[config.mk]
export PLATFORM = sky130hd
export DESIGN_NAME = conv_sequencer_flat
export DESIGN_NICKNAME = d
export VERILOG_FILES = /design/src/rtl/conv_pkg.sv /design/src/rtl/conv_sequencer_if.sv /design/src/rtl/conv_idx2d.sv /design/src/rtl/conv_sequencer.sv /design/src/flat_wrapper.sv
export SDC_FILE = /design/constraint.sdc
export NUM_CORES = 1
export LEC_CHECK = 0
export CAP_MARGIN = 20
export CORE_MARGIN = 10
export CORE_UTILIZATION = 60
export DETAILED_ROUTE_END_ITERATION = 10
export PLACE_DENSITY = 0.81
export SLEW_MARGIN = 20
export SYNTH_ARGS = -nofsm -noshare
export SYNTH_HDL_FRONTEND = slang
export SYNTH_SLANG_ARGS = --single-unit
export TNS_END_PERCENT = 5
[constraint.sdc]
create_clock -name clk -period 8.76 [get_ports clk]
set_input_delay 1.314 -clock clk [delete_from_list [all_inputs] [get_ports clk]]
set_output_delay 1.314 -clock clk [all_outputs]
set_load 0.01 [all_outputs]
[src/rtl/conv_pkg.sv]
// Shared types, defaults and width helper for the convolution tap sequencer.
package conv_pkg;

  typedef enum logic [1:0] {
    ST_IDLE  = 2'b00,
    ST_RUN   = 2'b01,
    ST_DRAIN = 2'b10,
    ST_DONE  = 2'b11
  } conv_state_e;

  localparam int DEF_SIZE  = 32;
  localparam int DEF_KSIZE = 32;

  // Never returns 0, so a one-entry range still gets a 1-bit field.
  function automatic int clog2_min1(input int n);
    return (n <= 2) ? 1 : $clog2(n);
  endfunction

endpackage

[src/rtl/conv_sequencer_if.sv]
// Tap command channel from the sequencer to the memory/MAC, plus the per-pixel result ack.
interface conv_sequencer_if #(
  parameter int PW = conv_pkg::clog2_min1(conv_pkg::DEF_SIZE * conv_pkg::DEF_SIZE),
  parameter int KW = conv_pkg::clog2_min1(conv_pkg::DEF_KSIZE * conv_pkg::DEF_KSIZE)
) ();

  logic          tap_valid;
  logic          tap_ready;
  logic [KW-1:0] tap_kaddr;
  logic [PW-1:0] tap_waddr;
  logic [PW-1:0] tap_pix;
  logic          tap_first;
  logic          tap_last;
  logic          res_ack;

  modport master (
    output tap_valid, tap_kaddr, tap_waddr, tap_pix, tap_first, tap_last,
    input  tap_ready, res_ack
  );

  modport slave (
    input  tap_valid, tap_kaddr, tap_waddr, tap_pix, tap_first, tap_last,
    output tap_ready, res_ack
  );

endinterface

[src/rtl/conv_idx2d.sv]
// Row-major 2D index counter with runtime limits; exposes the index it will hold after
// the coming edge and a flag marking the last position of the sweep.
module conv_idx2d #(
  parameter int RW = 2,
  parameter int CW = 2
) (
  input  logic          clk,
  input  logic          reset,
  input  logic          clr,
  input  logic          en,
  input  logic [RW-1:0] row_hi,
  input  logic [CW-1:0] col_hi,
  output logic [RW-1:0] row_nxt,
  output logic [CW-1:0] col_nxt,
  output logic          wrap
);

  logic [RW-1:0] row_r;
  logic [CW-1:0] col_r;

  assign wrap = (row_r == row_hi) && (col_r == col_hi);

  // Next index: clear wins, otherwise step the column and carry into the row
  always_comb begin
    row_nxt = row_r;
    col_nxt = col_r;
    if (clr) begin
      row_nxt = {RW{1'b0}};
      col_nxt = {CW{1'b0}};
    end else if (en) begin
      if (col_r == col_hi) begin
        col_nxt = {CW{1'b0}};
        if (row_r == row_hi) begin
          row_nxt = {RW{1'b0}};
        end else begin
          row_nxt = row_r + RW'(1);
        end
      end else begin
        col_nxt = col_r + CW'(1);
      end
    end else begin
      row_nxt = row_r;
      col_nxt = col_r;
    end
  end

  // Index registers
  always_ff @(posedge clk or posedge reset) begin
    if (reset) begin
      row_r <= {RW{1'b0}};
      col_r <= {CW{1'b0}};
    end else begin
      row_r <= row_nxt;
      col_r <= col_nxt;
    end
  end

endmodule

[src/rtl/conv_sequencer.sv]
// Sweeps every output pixel of a SIZE x SIZE world and issues the kernel taps that land
// on it, tracking pixels whose results are still outstanding at the MAC.
module conv_sequencer
  import conv_pkg::*;
#(
  parameter int SIZE  = DEF_SIZE,
  parameter int KSIZE = DEF_KSIZE,
  parameter int WRAP  = 0
) (
  input  logic             clk,
  input  logic             reset,
  input  logic             start,
  input  logic             abort,
  conv_sequencer_if.master tap,
  output logic             busy,
  output logic             done,
  output logic             err
);

  localparam int PW  = clog2_min1(SIZE * SIZE);
  localparam int KW  = clog2_min1(KSIZE * KSIZE);
  localparam int OW  = clog2_min1(SIZE * SIZE + 1);
  localparam int IW  = clog2_min1(SIZE);
  localparam int KIW = clog2_min1(KSIZE);
  localparam int H   = KSIZE / 2;

  // Without wrap the in-range taps of a pixel form a rectangle, so the kernel counter
  // walks offsets from its low corner and clipped taps cost no cycles.
  function automatic int lo_of(input int c);
    return (WRAP != 0 || c >= H) ? 0 : H - c;
  endfunction

  function automatic int hi_of(input int c);
    return (WRAP != 0 || c + KSIZE - 1 - H <= SIZE - 1) ? KSIZE - 1 : SIZE - 1 - c + H;
  endfunction

  conv_state_e    state_r, state_nxt_s;
  logic           tap_valid_r, valid_nxt_s;
  logic           busy_r, done_r, err_r, err_nxt_s;
  logic [KW-1:0]  kaddr_r, kaddr_nxt_s;
  logic [PW-1:0]  waddr_r, waddr_nxt_s;
  logic [PW-1:0]  pix_r, pix_nxt_s;
  logic           first_r, first_nxt_s;
  logic           last_r, last_nxt_s;
  logic [KIW-1:0] dk_hi_r, dl_hi_r, dk_hi_nxt_s, dl_hi_nxt_s;
  logic [OW-1:0]  cnt_r, cnt_nxt_s;
  logic [IW-1:0]  i_nxt_s, j_nxt_s;
  logic [KIW-1:0] dk_nxt_s, dl_nxt_s;
  logic           ij_wrap_s, kl_wrap_s;
  logic           start_acc_s, accept_s, abort_s, final_s, load_s;
  logic           inc_s, dec_s, spurious_s;
  int             in_s, jn_s, k_s, l_s, x_raw_s, y_raw_s, x_s, y_s;

  assign start_acc_s = (state_r == ST_IDLE) && start;
  assign accept_s    = tap_valid_r && tap.tap_ready;
  assign abort_s     = (state_r == ST_RUN) && abort;
  assign final_s     = accept_s && kl_wrap_s && ij_wrap_s;
  assign load_s      = start_acc_s || accept_s;
  assign inc_s       = accept_s && last_r;
  assign dec_s       = tap.res_ack && ((cnt_r != {OW{1'b0}}) || inc_s);
  assign spurious_s  = tap.res_ack && !inc_s && (cnt_r == {OW{1'b0}});

  conv_idx2d #(.RW(IW), .CW(IW)) u_pix_idx (
    .clk     (clk),
    .reset   (reset),
    .clr     (start_acc_s),
    .en      (accept_s && kl_wrap_s),
    .row_hi  (IW'(SIZE - 1)),
    .col_hi  (IW'(SIZE - 1)),
    .row_nxt (i_nxt_s),
    .col_nxt (j_nxt_s),
    .wrap    (ij_wrap_s)
  );

  conv_idx2d #(.RW(KIW), .CW(KIW)) u_tap_idx (
    .clk     (clk),
    .reset   (reset),
    .clr     (start_acc_s),
    .en      (accept_s),
    .row_hi  (dk_hi_r),
    .col_hi  (dl_hi_r),
    .row_nxt (dk_nxt_s),
    .col_nxt (dl_nxt_s),
    .wrap    (kl_wrap_s)
  );

  // Fields of the tap the counters will point at after the coming edge
  always_comb begin
    in_s        = int'(i_nxt_s);
    jn_s        = int'(j_nxt_s);
    k_s         = lo_of(in_s) + int'(dk_nxt_s);
    l_s         = lo_of(jn_s) + int'(dl_nxt_s);
    x_raw_s     = in_s + k_s - H;
    y_raw_s     = jn_s + l_s - H;
    x_s         = (WRAP != 0) ? (x_raw_s + SIZE) % SIZE : x_raw_s;
    y_s         = (WRAP != 0) ? (y_raw_s + SIZE) % SIZE : y_raw_s;
    kaddr_nxt_s = KW'(k_s * KSIZE + l_s);
    waddr_nxt_s = PW'(x_s * SIZE + y_s);
    pix_nxt_s   = PW'(in_s * SIZE + jn_s);
    dk_hi_nxt_s = KIW'(hi_of(in_s) - lo_of(in_s));
    dl_hi_nxt_s = KIW'(hi_of(jn_s) - lo_of(jn_s));
    first_nxt_s = (dk_nxt_s == {KIW{1'b0}}) && (dl_nxt_s == {KIW{1'b0}});
    last_nxt_s  = (dk_nxt_s == dk_hi_nxt_s) && (dl_nxt_s == dl_hi_nxt_s);
  end

  // Outstanding-result count and sticky error
  always_comb begin
    cnt_nxt_s = cnt_r;
    err_nxt_s = err_r;
    if (start_acc_s) begin
      cnt_nxt_s = {OW{1'b0}};
      err_nxt_s = 1'b0;
    end else begin
      case ({inc_s, dec_s})
        2'b10:   cnt_nxt_s = cnt_r + OW'(1);
        2'b01:   cnt_nxt_s = cnt_r - OW'(1);
        default: cnt_nxt_s = cnt_r;
      endcase
      if (abort_s || spurious_s) begin
        err_nxt_s = 1'b1;
      end else begin
        err_nxt_s = err_r;
      end
    end
  end

  // Next state and next tap_valid
  always_comb begin
    state_nxt_s = state_r;
    valid_nxt_s = 1'b0;
    case (state_r)
      ST_IDLE: begin
        if (start) begin
          state_nxt_s = ST_RUN;
          valid_nxt_s = 1'b1;
        end else begin
          state_nxt_s = ST_IDLE;
        end
      end
      ST_RUN: begin
        if (abort || final_s) begin
          state_nxt_s = ST_DRAIN;
        end else begin
          valid_nxt_s = 1'b1;
        end
      end
      ST_DRAIN: begin
        if (cnt_nxt_s == {OW{1'b0}}) begin
          state_nxt_s = ST_DONE;
        end else begin
          state_nxt_s = ST_DRAIN;
        end
      end
      ST_DONE:  state_nxt_s = ST_IDLE;
      default:  state_nxt_s = ST_IDLE;
    endcase
  end

  // State register
  always_ff @(posedge clk or posedge reset) begin
    if (reset) begin
      state_r <= ST_IDLE;
    end else begin
      state_r <= state_nxt_s;
    end
  end

  // Registered tap command, status outputs and per-pixel kernel limits
  always_ff @(posedge clk or posedge reset) begin
    if (reset) begin
      tap_valid_r <= 1'b0;
      busy_r      <= 1'b0;
      done_r      <= 1'b0;
      err_r       <= 1'b0;
      cnt_r       <= {OW{1'b0}};
      kaddr_r     <= {KW{1'b0}};
      waddr_r     <= {PW{1'b0}};
      pix_r       <= {PW{1'b0}};
      first_r     <= 1'b0;
      last_r      <= 1'b0;
      dk_hi_r     <= {KIW{1'b0}};
      dl_hi_r     <= {KIW{1'b0}};
    end else begin
      tap_valid_r <= valid_nxt_s;
      busy_r      <= (state_nxt_s != ST_IDLE);
      done_r      <= (state_nxt_s == ST_DONE);
      err_r       <= err_nxt_s;
      cnt_r       <= cnt_nxt_s;
      if (load_s) begin
        kaddr_r <= kaddr_nxt_s;
        waddr_r <= waddr_nxt_s;
        pix_r   <= pix_nxt_s;
        first_r <= first_nxt_s;
        last_r  <= last_nxt_s;
        dk_hi_r <= dk_hi_nxt_s;
        dl_hi_r <= dl_hi_nxt_s;
      end
    end
  end

  assign tap.tap_valid = tap_valid_r;
  assign tap.tap_kaddr = kaddr_r;
  assign tap.tap_waddr = waddr_r;
  assign tap.tap_pix   = pix_r;
  assign tap.tap_first = first_r;
  assign tap.tap_last  = last_r;
  assign busy          = busy_r;
  assign done          = done_r;
  assign err           = err_r;

endmodule

[src/flat_wrapper.sv]
// flat-port wrapper written by rule: the top's interface ports become plain ports
module conv_sequencer_flat import conv_pkg::*;
#(
  parameter int SIZE  = DEF_SIZE,
  parameter int KSIZE = DEF_KSIZE,
  parameter int WRAP  = 0
)
  (clk, reset, start, abort, busy, done, err, tap_tap_valid, tap_tap_kaddr, tap_tap_waddr, tap_tap_pix, tap_tap_first, tap_tap_last, tap_tap_ready, tap_res_ack);
  conv_sequencer_if #(.PW((clog2_min1(SIZE * SIZE))), .KW((clog2_min1(KSIZE * KSIZE)))) tap_i ();
  input  logic clk;
  input  logic reset;
  input  logic start;
  input  logic abort;
  output logic busy;
  output logic done;
  output logic err;
  output wire logic [$bits(tap_i.tap_valid)-1:0] tap_tap_valid;
  output wire logic [$bits(tap_i.tap_kaddr)-1:0] tap_tap_kaddr;
  output wire logic [$bits(tap_i.tap_waddr)-1:0] tap_tap_waddr;
  output wire logic [$bits(tap_i.tap_pix)-1:0] tap_tap_pix;
  output wire logic [$bits(tap_i.tap_first)-1:0] tap_tap_first;
  output wire logic [$bits(tap_i.tap_last)-1:0] tap_tap_last;
  input wire logic [$bits(tap_i.tap_ready)-1:0] tap_tap_ready;
  input wire logic [$bits(tap_i.res_ack)-1:0] tap_res_ack;
  assign tap_tap_valid = tap_i.tap_valid;
  assign tap_tap_kaddr = tap_i.tap_kaddr;
  assign tap_tap_waddr = tap_i.tap_waddr;
  assign tap_tap_pix = tap_i.tap_pix;
  assign tap_tap_first = tap_i.tap_first;
  assign tap_tap_last = tap_i.tap_last;
  assign tap_i.tap_ready = tap_tap_ready;
  assign tap_i.res_ack = tap_res_ack;
  conv_sequencer #(.SIZE(SIZE), .KSIZE(KSIZE), .WRAP(WRAP)) u_core (.clk(clk), .reset(reset), .start(start), .abort(abort), .tap(tap_i), .busy(busy), .done(done), .err(err));
endmodule
==> impl_metrics.env, run 1 <==
export IMPL_drt_first_iter_violations=385
export IMPL_core_area_mm2=0.00977
export IMPL_cts_clk_slew_worst_paths_ps=90
export IMPL_drv_cap=0
export IMPL_path_max_fanout=12
export IMPL_grt_pass1_vias=5207
export IMPL_worstSkewPairLatency_ps=360
export IMPL_syn_area_mm2=0.00602
export IMPL_synth_top_area_cell="dfrtp_1"
export IMPL_syn_mean_instance_area_um2=8.90
export IMPL_worstMarginPinSlew_ps=1000
export IMPL_die_h_um=120
export IMPL_antenna_cells=0
export IMPL_vdd_drop_max_uv=137
export IMPL_cp_end_kind="register"
export IMPL_grt_util_all_layers_pct=21.1
export IMPL_route_vias_total=5134
export IMPL_slew_headroom_pct=33.2
export IMPL_firstDrtPassIters=5
export IMPL_num_rows=36
export IMPL_drc=0
export IMPL_yosys_warnings=0
export IMPL_total_leakage_power_nw=3.33
export IMPL_drive_above_1_share_pct=7.45
export IMPL_async_reset_ff_share_pct=100
export IMPL_finalMaxSlewViolations=0
export IMPL_final_cell_count_no_fill=858
export IMPL_rsz0062_at_grt="false"
export IMPL_htreeDepth=3
export IMPL_cts_setup_buffers=0
export IMPL_gp_congestion=0.917
export IMPL_critical_path_class="input pin to register"
export IMPL_grt_max_degree=80
export IMPL_syn_to_final_growth_pct=13.5
export IMPL_numPortBuffers=41
export IMPL_vias_per_cell=5.98
export IMPL_min_period_ps=7860
export IMPL_cellPowerDensity_mw_per_mm2=218
export IMPL_status="finished, final reports clean"
export IMPL_fin_nets=796
export IMPL_crit_required_ps=8990
export IMPL_netlist_instances=676
export IMPL_cp_start_kind="input pin"
export IMPL_placed_cells=842
export IMPL_setup_violations=0
export IMPL_grt_pass1_wl_um=25300
export IMPL_start_util_pct=61.6
export IMPL_fillCellCount=777
export IMPL_clockBufferDepth=2
export IMPL_synth_area_leaders="dfrtp_1 33%, ha_1 13%, nand2_1 5.4%, a21oi_1 3.9%, xnor2_1 3.6%"
export IMPL_synth_ff_type="dfrtp_1"
export IMPL_cts_buffers=9
export IMPL_cts_tree="built"
export IMPL_yosysMostFrequentCell="nand2_1"
export IMPL_ctsHoldBuffers=0
export IMPL_cts_sinks=79
export IMPL_post_route_period_util_pct=89.7
export IMPL_drt_total_wl_um=15100
export IMPL_yosys_register_bits=79
export IMPL_cts_root_buf="clkbuf_8"
export IMPL_die_area_mm2=0.0144
export IMPL_synth_edf_count=0
export IMPL_fmax_mhz=127
export IMPL_post_cts_resized=0
export IMPL_synthDistinctLibCells=78
export IMPL_hold_viol_final=0
export IMPL_die_w_um=120
export IMPL_ant_nets=0
export IMPL_wl_per_cell_um=17.6
export IMPL_antenna_found_initial=0
export IMPL_synth_top_cell_area_share_pct=32.8
export IMPL_grt_ovfl_total=0
export IMPL_synth_common_cells="87 x nand2_1, 79 x dfrtp_1, 64 x ha_1"
export IMPL_yosysSeqAreaShare_pct=32.8
export IMPL_cp_arrival_ps=8090
export IMPL_min_path_type="register to register"
export IMPL_tns_ps=0
export IMPL_place_hpwl_um=11300
export IMPL_io_pin_count=42
export IMPL_skew_ps=16.2
## worst max-delay path, cell delays in order
cell             delay [ps]
clkdlybuf4s50_1         480
and2_1                  400
and3_4                  320
nand4_4                 230
or4_4                   600
and2_1                  200
nor2_1                  110
buf_4                   160
nor2_1                   50
ha_1                    220
nand2b_1                200
o21ba_2                 290
xor2_1                  160
ha_1                    190
a21oi_1                  60
xnor2_1                 190
ha_1                    310
inv_1                    60
fa_1                    430
xor2_1                  170
ha_1                    270
inv_1                    40
ha_1                    210
o41ai_1                 490
xnor3_2                 450
a211oi_1                240
mux2_2                  200
nor4_2                   40
## final cells by class
class / instances / area, um2 / area share (%)
Clock buffer: 9 / 124 / 1.81
Clock inverter: 7 / 125 / 1.83
Inverter: 46 / 174 / 2.55
Multi-Input combinational cell: 536 / 3800 / 55.7
Sequential cell: 79 / 1980 / 28.9
Tap cell: 133 / 166 / 2.44
Timing Repair Buffer: 48 / 463 / 6.78
## kinds of logic after synthesis
group	after synthesis	share of synthesized area, %
AND/OR/NAND/NOR	247	20.9
AO/OA/AOI/OAI	146	15.4
flip-flops	79	32.8
adder cells (fa/ha/maj)	71	15.5
buffers and inverters	66	4.45
XOR/XNOR	54	8.84
multiplexers	11	1.97
other	2	0.125
## worst paths after layout
path                                      startpoint                        end  slack (ps)  cells past startpoint
min                          u_core.tap.tap_kaddr[1]    u_core.tap.tap_kaddr[1]         470                      2
max                                    tap_tap_ready    u_core.tap.tap_waddr[9]         900                     28
max reg2reg                u_core.u_pix_idx.col_r[0]    u_core.tap.tap_waddr[9]        1570                     30
min reg2reg                  u_core.tap.tap_kaddr[1]    u_core.tap.tap_kaddr[1]         470                      2
min in group asynchronous                      reset  u_core.u_tap_idx.col_r[2]        1580                      3
max in group asynchronous                      reset    u_core.tap.tap_waddr[6]        6530                      3
## metal layers
metal,GRT usage (%),vias up,wire length [um]
li1,-,2448,-
met1,25.8,2490,6420
met2,36.8,171,7400
met3,3.94,25,935
met4,6.94,0,306
met5,0,-,0
## power by group
part | switching [mW] | total (mW) | internal, mW
clock | 0.151 | 0.344 | 0.193
sequential | 0.0736 | 0.528 | 0.455
combinational | 0.358 | 0.618 | 0.261
total | 0.583 | 1.49 | 0.908
## registers in the layout, indices dropped and copies added, names as in the netlist, 2 cells and up
signal / count
u_core.u_pix_idx.row_r: 5
u_core.u_pix_idx.col_r: 5
u_core.state_r: 2
u_core.dl_hi_r: 5
u_core.tap.tap_waddr: 10
u_core.cnt_r: 11
u_core.tap.tap_kaddr: 10
u_core.tap.tap_pix: 10
u_core.u_tap_idx.row_r: 5
u_core.u_tap_idx.col_r: 5
u_core.dk_hi_r: 5
## metrics by stage
stage | cell area (um2) | power, mW | util, % | hold WS [ps] | setup WS [ps]
after floorplan | 6040 | 0.926 | - | 469 | 1760
after global placement | 6580 | 1.12 | 67.3 | 451 | 780
after detailed placement | 6580 | 1.15 | 67.3 | 455 | 678
after CTS | 6830 | 1.49 | 69.9 | 477 | 976
after global routing | 6830 | 1.59 | 69.9 | 506 | 537
final | 6830 | 1.49 | 69.9 | 474 | 900
## placed cells by master (no fill, tap or decap), drive strengths merged, types with 7 or more instances in the layout
cell type,n
clkdlybuf4s50,41
o21bai,7
a21oi,48
nand2b,9
inv,47
nand2,87
nor2,49
clkbuf,9
xnor2,26
conb,7
ha,64
and3,10
a21o,9
nor4,10
nor2b,8
buf,7
o21ai,43
nor3,22
xor2,25
dfrtp,79
nand3,17
mux2i,7
(Power assumes the default switching activity.)
==> run 2: changes to the inputs <==
Settings changed: CELL_PAD_IN_SITES_DETAIL_PLACEMENT from default to 0, CELL_PAD_IN_SITES_GLOBAL_PLACEMENT from default to 1, CORE_UTILIZATION 60 to 46, PLACE_DENSITY 0.81 to default, PLACE_DENSITY_LB_ADDON from default to 0.1, RECOVER_POWER from default to 100.
==> run 2 against run 1 <==
  * The flow now finishes with violations (max-capacitance violations, max-slew violations)
  * Global-route usage down 3.6 points
  * Clock skew down 11 ps
  * Sequential power down 0.8%
  * Die area up 25%
  * Final cell count up 4.5%
  * Critical endpoint unchanged
  * Count of clock-buffer cells in the layout unchanged
  * Critical path type unchanged
  * Wire length up 1.1%
  * Highest routed layer unchanged
  * Worst hold slack worse by 11 ps
==> impl_metrics.env, run 2 (synthesis results as in run 1) <==
export IMPL_setup_violations=0
export IMPL_ant_nets=0
export IMPL_drt_first_iter_violations=280
export IMPL_cts_buffers=9
export IMPL_place_hpwl_um=11400
export IMPL_violations="max-capacitance violations, max-slew violations"
export IMPL_ctsHoldBuffers=0
export IMPL_worstSkewPairLatency_ps=340
export IMPL_grt_pass1_vias=5134
export IMPL_fmax_mhz=124
export IMPL_cp_start_kind="input pin"
export IMPL_grt_util_all_layers_pct=17.5
export IMPL_drt_total_wl_um=15200
export IMPL_die_w_um=134
export IMPL_rsz0062_at_grt="false"
export IMPL_drv_cap=1
export IMPL_die_area_mm2=0.0181
export IMPL_status="finished, violations left"
export IMPL_wl_per_cell_um=17.0
export IMPL_cts_tree="built"
export IMPL_cellPowerDensity_mw_per_mm2=214
export IMPL_largest_reg_flops=11
export IMPL_drc=0
export IMPL_grt_max_degree=80
export IMPL_antenna_cells=0
export IMPL_critical_path_class="input pin to register"
export IMPL_cts_sinks=79
export IMPL_post_route_util_pct=53.9
export IMPL_die_h_um=134
export IMPL_power_total_mw=1.47
export IMPL_layout_common_cells="87 x nand2_1, 79 x dfrtp_1, 64 x ha_1"
export IMPL_placed_cells=882
export IMPL_internal_power_uw=886
export IMPL_min_path_type="register to register"
export IMPL_io_pin_count=42
export IMPL_hold_viol_final=0
export IMPL_skew_ps=4.86
export IMPL_cts_setup_buffers=0
export IMPL_grt_pass1_wl_um=25900
export IMPL_slowest_delay_ps=630
export IMPL_gp_congestion=0.898
export IMPL_clockBufferDepth=2
export IMPL_fin_nets=797
export IMPL_place_ws_ps=612
export IMPL_route_vias_total=4974
export IMPL_antenna_found_initial=0
export IMPL_drive_above_1_share_pct=5.93
export IMPL_min_period_ps=8060
export IMPL_swShare_pct=39.6
export IMPL_firstDrtPassIters=4
export IMPL_cp_arrival_ps=8280
export IMPL_max_flop_register="u_core.cnt_r"
export IMPL_cts_clk_slew_worst_paths_ps=60
export IMPL_post_route_period_util_pct=92.0
export IMPL_numPortBuffers=41
export IMPL_cts_root_buf="clkbuf_16"
export IMPL_grt_ovfl_total=0
export IMPL_htreeDepth=3
export IMPL_place_area_mm2=0.00664
export IMPL_vdd_drop_max_uv=103
export IMPL_total_leakage_power_nw=3.39
export IMPL_core_area_mm2=0.0127
export IMPL_finalMaxSlewViolations=80
export IMPL_num_rows=41
export IMPL_vias_per_cell=5.55
export IMPL_holdWs_ps=463
export IMPL_p_sw_uw=580
export IMPL_slowest_stage="o41ai_1"
export IMPL_clock_power_share_pct=23.5
export IMPL_start_util_pct=47.3
export IMPL_cp_num_buf_inv=3
export IMPL_cpMostUsedCell="ha_1"
export IMPL_power_frac_seq_pct=35.7
export IMPL_final_area_mm2=0.00686
export IMPL_cp_top_family="simple AND/OR/NAND/NOR gates"
export IMPL_tns_ps=0
export IMPL_path_max_fanout=12
export IMPL_cp_end_kind="register"
export IMPL_syn_to_final_growth_pct=14.0
export IMPL_post_cts_resized=0
export IMPL_final_setup_worst_slack_ps=702
export IMPL_final_cell_count_no_fill=897
export IMPL_worstMarginPinSlew_ps=4410
export IMPL_crit_required_ps=8990
export IMPL_slew_headroom_pct=-194
export IMPL_final_common_cell="nand2_1"
export IMPL_combPwrFrac_pct=40.8
[run 2: tightest hold or removal path: cells and delay by family, from the launching register on]
family | cells | cell delay [ps]
flops | 1 | 340
simple gates | 2 | 100
[run 2: path summary, 6_finish.rpt]
check                                          endpoint                 startpoint  slack (ps)  cells past startpoint
worst max-delay path            u_core.tap.tap_waddr[9]              tap_tap_ready         700                     27
worst min-delay path            u_core.tap.tap_kaddr[0]    u_core.tap.tap_kaddr[0]         460                      2
worst max register to register  u_core.tap.tap_waddr[9]  u_core.u_pix_idx.col_r[0]        1260                     29
worst min register to register  u_core.tap.tap_kaddr[0]    u_core.tap.tap_kaddr[0]         460                      2
max in group asynchronous         u_core.tap.tap_pix[7]                      reset        3110                      3
min in group asynchronous               u_core.cnt_r[5]                      reset        3170                      3
[run 2: per-layer routing]
layer / global-route usage [%] / up-vias / wire length [um]
met5: 0 / - / 0
met4: 6.11 / 0 / 316
met3: 3.73 / 20 / 822
met2: 29.0 / 113 / 7200
met1: 22.0 / 2374 / 6890
li1: - / 2467 / -
[run 2: area by class of cell]
class,instances,area (um2)
well taps,172,215
clock buffers,9,225
repair buffers,49,459
fillers,1205,5860
flip-flops and latches,79,1980
inverters,46,174
clock inverters,6,38.8
multi-input cells,536,3770
[run 2: power groups by stage]
stage / logic (mW) / registers (mW) / clock network, mW
after floorplan: 0.387 / 0.538 / 0
after global routing: 0.670 / 0.535 / 0.371
final: 0.597 / 0.524 / 0.345
after detailed placement: 0.625 / 0.533 / 0
after CTS: 0.629 / 0.529 / 0.353
after global placement: 0.613 / 0.530 / 0
